--- src/rtl/fft_frame_feeder.sv ---
// fft_frame_feeder: slices an ADC sample stream into FFT frames
// and buffers the extended samples behind a valid/ready stream port.
module fft_frame_feeder #(
    parameter int DATA_W     = 8,
    parameter int OUT_W      = 32,
    parameter int FRAME_LEN  = 256,
    parameter int FIFO_DEPTH = 16,
    parameter int SIGNED     = 0
) (
    input  logic              fft_clk,
    input  logic              rst,
    input  logic              en,
    input  logic              mode,
    input  logic              start,
    input  logic [DATA_W-1:0] ad_data_in,
    input  logic              ad_valid,
    output logic              m_tvalid,
    input  logic              m_tready,
    output logic [OUT_W-1:0]  m_tdata,
    output logic              m_tlast,
    output logic              busy,
    output logic              frame_done,
    output logic              overflow,
    output logic [15:0]       frame_cnt
);

    localparam int AW = $clog2(FIFO_DEPTH);
    localparam int IW = $clog2(FRAME_LEN);
    localparam logic [IW-1:0] IDX_LAST = IW'(FRAME_LEN - 1);
    localparam logic [AW:0]   CNT_FULL = (AW + 1)'(FIFO_DEPTH);

    typedef enum logic [1:0] {
        IDLE,
        FILL,
        DRAIN
    } state_t;

    state_t           state_q, state_d;
    logic [IW-1:0]    idx_q, idx_d;
    logic [AW-1:0]    wr_ptr_q, wr_ptr_d;
    logic [AW-1:0]    rd_ptr_q, rd_ptr_d;
    logic [AW:0]      count_q, count_d;
    logic             ovf_q, ovf_d;
    logic [15:0]      frames_q, frames_d;
    logic [OUT_W:0]   mem_q [FIFO_DEPTH];

    logic [OUT_W-1:0] ext_data;
    logic [OUT_W:0]   head;
    logic             empty;
    logic             full;
    logic             pop;
    logic             push;
    logic             wr_last;

    assign head    = mem_q[rd_ptr_q];
    assign empty   = (count_q == '0);
    assign full    = (count_q == CNT_FULL);
    assign pop     = !rst && !empty && m_tready;
    assign wr_last = (idx_q == IDX_LAST);

    // Widen the sample: zero fill, or replicate the sign bit when SIGNED.
    always_comb begin
        ext_data = '0;
        if (SIGNED != 0 && ad_data_in[DATA_W-1]) begin
            ext_data = '1;
        end
        ext_data[DATA_W-1:0] = ad_data_in;
    end

    // Framing FSM, sample index, overflow flag and frame counter.
    always_comb begin
        state_d  = state_q;
        idx_d    = idx_q;
        ovf_d    = ovf_q;
        frames_d = frames_q;
        push     = 1'b0;
        if (pop && head[OUT_W]) begin
            frames_d = frames_q + 16'd1;
        end
        unique case (state_q)
            IDLE: begin
                if (en && (!mode || start)) begin
                    state_d = FILL;
                    idx_d   = '0;
                end
            end
            FILL: begin
                if (en && ad_valid) begin
                    if (full && !pop) begin
                        ovf_d = 1'b1;
                    end else begin
                        push = 1'b1;
                        if (wr_last) begin
                            idx_d = '0;
                            if (mode) begin
                                state_d = DRAIN;
                            end
                        end else begin
                            idx_d = idx_q + 1'b1;
                        end
                    end
                end
            end
            DRAIN: begin
                if (pop && head[OUT_W]) begin
                    state_d = IDLE;
                end
            end
            default: state_d = IDLE;
        endcase
        if (!en) begin
            state_d = IDLE;
            idx_d   = '0;
        end
    end

    // FIFO pointer bookkeeping; dropping en flushes the buffer.
    always_comb begin
        wr_ptr_d = wr_ptr_q + AW'(push);
        rd_ptr_d = rd_ptr_q + AW'(pop);
        count_d  = count_q + (AW + 1)'(push) - (AW + 1)'(pop);
        if (!en) begin
            wr_ptr_d = '0;
            rd_ptr_d = '0;
            count_d  = '0;
        end
    end

    // Control state registers with synchronous reset.
    always_ff @(posedge fft_clk) begin
        if (rst) begin
            state_q  <= IDLE;
            idx_q    <= '0;
            wr_ptr_q <= '0;
            rd_ptr_q <= '0;
            count_q  <= '0;
            ovf_q    <= 1'b0;
            frames_q <= '0;
        end else begin
            state_q  <= state_d;
            idx_q    <= idx_d;
            wr_ptr_q <= wr_ptr_d;
            rd_ptr_q <= rd_ptr_d;
            count_q  <= count_d;
            ovf_q    <= ovf_d;
            frames_q <= frames_d;
        end
    end

    // Buffer storage; an entry carries {last, extended sample}.
    always_ff @(posedge fft_clk) begin
        if (push) begin
            mem_q[wr_ptr_q] <= {wr_last, ext_data};
        end
    end

    assign m_tvalid   = !rst && !empty;
    assign m_tdata    = m_tvalid ? head[OUT_W-1:0] : '0;
    assign m_tlast    = m_tvalid && head[OUT_W];
    assign busy       = !rst && (state_q != IDLE);
    assign frame_done = pop && head[OUT_W];
    assign overflow   = !rst && ovf_q;
    assign frame_cnt  = rst ? 16'd0 : frames_q;

endmodule

--- config.mk ---
export PLATFORM = sky130hd
export DESIGN_NAME = fft_frame_feeder
export DESIGN_NICKNAME = d
export VERILOG_FILES = /design/src/rtl/fft_frame_feeder.sv
export SDC_FILE = /design/constraint.sdc
export NUM_CORES = 1
export LEC_CHECK = 0
export BUFFER_PORTS_ARGS = -buffer_cell sky130_fd_sc_hd__buf_4
export CORE_AREA = 2 2 129 131
export CTS_BUF_LIST = sky130_fd_sc_hd__clkbuf_4
export CTS_CLUSTER_DIAMETER = 60
export DETAILED_ROUTE_END_ITERATION = 10
export DIE_AREA = 0 0 131 133
export PLACE_DENSITY = 0.65
export REMOVE_ABC_BUFFERS = 1
export SLEW_MARGIN = 5
export SYNTH_ARGS = -nofsm -noshare
export SYNTH_HDL_FRONTEND = slang
export SYNTH_SLANG_ARGS = --single-unit
--- constraint.sdc ---
create_clock -name fft_clk -period 3.1 [get_ports fft_clk]
set_input_delay 0.62 -clock fft_clk [delete_from_list [all_inputs] [get_ports fft_clk]]
set_output_delay 0.62 -clock fft_clk [all_outputs]
set_load 0.005 [all_outputs]
== Word-level counts from Yosys, hierarchy flattened ==
Memories as Yosys holds them, arrays and structs flattened. A register that Yosys moved wholly into a read port is not among the register bits.
Index checks and enable logic that the tools add are counted.
Widths: inputs -> output; s select.
Word-level totals
  flip-flop bits (word level): 40
  bits in writable memories: 144
  input port bits: 15
  output and inout bits: 53
  logic and storage cells: 67
  memories kept: 1
Cells by class
  add/sub/neg operators: 6
  equality and inequality tests: 10
  mux-type cells: 20
  bitwise operators: 1
  reductions and logical operators: 22
Memories
  mem_q: words 16, bits a word 9, rd ports 1, clocked after Yosys merged registers in 1, write ports 1, line 45  | logic [OUT_W:0] mem_q [FIFO_DEPTH];
Operator list (count)
  $mux 32: 1
  $mux 8: 4
  $add 16x1->16 const B: 1
  $mux 16: 1
  $pmux 8 s2: 1
  $mux 2: 6
  $ne 2x2->1 const B: 6
  $logic_and 1x1->1: 9
  $add 4x1->4: 2
  $add 8x1->8 const B: 1
  $eq 8x8->1 const B: 1
  $pmux 2 s3: 1
  $reduce_and 6->1: 1
  $add 5x1->5: 1
  $eq 5x5->1 const B: 1
  $logic_not 5->1: 1
  $mux 1: 5
  $sub 5x1->5: 1
  $logic_not 1->1: 4
  $mux 4: 1
  $reduce_and 4->1: 1
  $reduce_bool 2->1: 2
  $reduce_and 3->1: 1
  $eq 2x1->1 const B: 1
  5 further kinds: 5

== Longest topological paths before layout ==
  depth in word-level cells: 11
  mapped depth: 15
  depth with buffers taken out: 15

== Worst setup path after synthesis ==
OpenSTA, ideal clock, no wires.
  path type: input-to-reg
  start: input port rst
  end: register count_q[4]
  library setup time: 0.128 ns
  arrival: 2.597 ns
  required time: 2.972 ns
  slack: 0.375 ns
  stages: 13
  buffers on the path: 0
  cells stage by stage: nand2b_1 -> and3_1 -> nor2_1 -> inv_1 -> ha_1 -> inv_1 -> ha_1 -> fa_1 -> a21oi_1 -> nor2_1 -> nor2_1 -> xnor2_1 -> nor2_1
On the way
  word-level cells in the longest chain between the ends: 10
  elaborated cells on any way between the ends: 11
  those cells by class: add/sub (2); mux (3); reduce/logical (6)
Ends and longest elaborated chain
  start, declared: line 11  | input logic rst,
  $logic_not 1->1: line 58  | assign pop = !rst && !empty && m_tready;
  $logic_and 1x1->1 (2 in a row): line 58
  $logic_not 1->1: line 89  | if (full && !pop) begin
  $logic_and 1x1->1: line 89
  $mux 1: line 89
  $mux 1: line 88  | if (en && ad_valid) begin
  $mux 1: line 80  | unique case (state_q)
  $add 5x1->5: line 121  | count_d = count_q + (AW + 1)'(push) - (AW + 1)'(pop);
  $sub 5x1->5: line 121
  end signal, assigned: line 144  | count_q <= count_d;
  end, declared: line 42  | logic [AW:0] count_q, count_d;
Parallel ways exist; a longest one is shown, timed or not.
A chain may end at the register's enable or synchronous reset.

==> flow_summary.json <==
{
  "worst-setup-path-type": "reg -> out",
  "required_ns": 2.48,
  "place_area_um2": 8627,
  "die_h_um": 133,
  "path_clk_slew_ns": 0.15,
  "dr_total_vias": 4509,
  "rows": 47,
  "clock_path_buffers": 2,
  "stdcell_area_um2": 9051,
  "antenna_cells": 0,
  "fmax_ghz": 0.3205,
  "holdWs_ns": 0.3343,
  "htree_levels": 4,
  "fillers": 1286,
  "io_pins": 68,
  "drc": 0,
  "setup_viol": 5,
  "fp.dieW_um": 131,
  "synth.avg_cell_area_um2": 15.62,
  "seq_area_frac_synth_pct": 65.10,
  "syn2layout_area_growth_pct": 14.97,
  "antenna_found_initial": 0,
  "cts_tree": "built",
  "yosys_most_used_dff": "edfxtp_1",
  "clk_root_buffer_cell": "clkbuf_4",
  "cts_num_sinks": 184,
  "period_share_pct": 100.6,
  "initial_core_util_pct": 48.68,
  "syn_inst": 504,
  "violations": "negative setup slack",
  "grt_usage_pct": 19.19,
  "powerDensity_nw_per_um2": 470.0,
  "vias_per_cell": 5.446,
  "synthesis.area_um2": 7873,
  "core_um2": 16170,
  "grt_max_degree": 34,
  "grt_pass1_wl_mm": 24.37,
  "min_path_type": "in -> reg",
  "layout-drive-gt1-share_pct": 30.43,
  "synth.distinct_cells": 56,
  "relSlewSlack_pct": 53.15,
  "min_period_ns": 3.120,
  "dieArea_um2": 17420,
  "finalHoldViolations": 0,
  "insertion_delay_ns": 0.58,
  "place_ws_ns": 0.2689,
  "grt_pass1_vias": 4429,
  "ys_seq_elements": 184,
  "dp.final_hpwl_mm": 10.52,
  "place.gp.congestion": 0.7607,
  "numCtsBuffers": 17,
  "start_kind": "flip-flop",
  "drv_slew": 0,
  "wl_per_cell_um": 19.21,
  "synth-edff-count": 144,
  "synthArstFlopShare_pct": 0,
  "nets": 623,
  "total_leakage_power_uw": 0.003145,
  "tightest_slew_ns": 0.6980,
  "fin_ws_ns": -0.01981,
  "clock-skew-final_ns": 0.01730,
  "peakVddDrop_uv": 229.2,
  "routed_wl_mm": 15.90,
  "yosys_warnings": 0,
  "portBuffers": 43,
  "rsz0062_at_grt": "true",
  "outcome": "finished with violations",
  "drtAntennaViolNets": 0,
  "cp.arrival_ns": 2.50,
  "endpoint_kind": "output pin",
  "first_pass_iters": 5,
  "grt_overflow": 0,
  "cp_max_fo": 13,
  "cap_violations": 0,
  "drt-initial-drc-count": 359
}
-- critical path, cell delays in order, from the launching register on --
cell,delay [ns]
dfxtp_4,0.41
buf_12,0.18
mux4_2,0.55
mux4_2,0.46
nor2b_1,0.17
buf_4,0.16
-- stage by stage --
stage | utilization [%] | total power [uW] | setup TNS (ns) | cells
after floorplan | - | 2868 | -2.260 | 484
after global placement | 53.35 | 2980 | 0 | 790
after detailed placement | 53.35 | 2986 | 0 | 790
after CTS | 55.75 | 4300 | -0.4763 | 827
after global routing | 55.97 | 4410 | -1.043 | 828
final | 55.97 | 4254 | -0.06503 | 828
-- layout make-up --
class                   instances  area, um^2  share of cell area, %
inverters                      13       48.80                 0.5391
flip-flops and latches        184        5134                  56.72
clock buffers                  17       127.6                  1.410
clock inverters                15       157.7                  1.742
repair buffers                 92       789.5                  8.723
well taps                     220       275.3                  3.041
multi-input cells             287        2519                  27.83
-- layer usage --
| layer | vias to the layer above | part of all wire (%) | GRT usage (%) |
|---|---|---|---|
| met5 | - | 0 | 0 |
| met4 | 0 | 1.6 | 5.910 |
| met3 | 25 | 3.6 | 3.761 |
| met2 | 116 | 51 | 31.72 |
| met1 | 2289 | 44 | 25.71 |
| li1 | 2079 | - | - |
-- report_power, final --
group	internal, uW	switching (uW)
clock network	434	880
registers	2660	9.78
logic	122	149
total	3220	1040
-- cells by family (layout without fill, tap and decap cells) --
kind of cell	Yosys count	in the layout	share of synthesized area, %
XOR/XNOR	10	10	1.112
flip-flops	184	184	65.10
buffers and inverters	56	137	4.005
AO/OA/AOI/OAI	42	42	3.608
other	1	24	0.04763
adder cells (fa/ha/maj)	13	13	2.161
AND/OR/NAND/NOR	145	145	10.09
multiplexers	53	53	13.87
-- sequential cells by signal (all words and copies together), names as in the netlist --
name	cells
count_q	5
mem_q	144
state_q	2
rd_ptr_q	4
frames_q	16
idx_q	8
wr_ptr_q	4
ovf_q	1
-- what timing repair did --
| action | 4_1_cts | 5_1_grt |
|---|---|---|
| setup buffers | 3 | 0 |
| pin swaps | 1 | 1 |
| gates cloned | 2 | 1 |
| hold buffers | 0 | 0 |
| endpoints found under the hold margin | 0 | 0 |
| resized for setup | 6 | 4 |
| endpoints found under the setup margin | 9 | 9 |
-- final timing paths --
path	endpoint	start	slack, ns	cells past startpoint
worst max register to register	count_q[4]$_SDFF_PP0_	count_q[3]$_SDFF_PP0_	0.45	15
worst max-delay path	m_tdata[4]	rd_ptr_q[0]$_SDFF_PP0_	-0.02	5
worst min-delay path	ovf_q$_SDFFE_PP0P_	ad_valid	0.33	3
worst min register to register	frames_q[15]$_SDFFE_PP0P_	frames_q[15]$_SDFFE_PP0P_	0.50	2
-- cell usage in the layout, fill, tap and decap left out, drive strengths merged, types with 2 or more instances in the layout --
| master | n |
|---|---|
| edfxtp | 144 |
| buf | 91 |
| mux4 | 44 |
| nor2 | 41 |
| dfxtp | 40 |
| nor2b | 29 |
| conb | 24 |
| inv | 22 |
| clkbuf | 18 |
| nand3 | 14 |
| a21oi | 12 |
| ha | 12 |
| nand2 | 11 |
| and2 | 8 |
| o21ai | 8 |
| nand2b | 7 |
| xnor2 | 6 |
| mux2 | 6 |
| or4 | 5 |
| nor3 | 5 |
| o31ai | 5 |
| nand4 | 5 |
| xor2 | 4 |
| and4 | 3 |
| mux2i | 3 |
| clkinvlp | 3 |
| a22oi | 3 |
| a21o | 3 |
| nor4b | 2 |
| or2 | 2 |
| and3 | 2 |
| nand3b | 2 |
| or3 | 2 |
| o22ai | 2 |
| o211ai | 2 |
| nor4 | 2 |
| or4b | 2 |
| clkinv | 2 |
-- cell usage after synthesis, types with 6 or more instances --
master | count | share of area, %
a21oi_1 | 12 | 0.76
and2_1 | 8 | 0.64
buf_4 | 25 | 2.4
clkbuf_1 | 11 | 0.52
dfxtp_1 | 40 | 10
edfxtp_1 | 144 | 55
ha_1 | 12 | 1.9
inv_1 | 12 | 0.57
mux4_2 | 44 | 13
nand2_1 | 11 | 0.52
nand2b_1 | 7 | 0.56
nand3_1 | 14 | 0.89
nor2_1 | 41 | 2.0
nor2b_1 | 29 | 2.3
o21ai_0 | 7 | 0.44
xnor2_1 | 6 | 0.67
No activity file was read; power rests on OpenSTA's default activity.
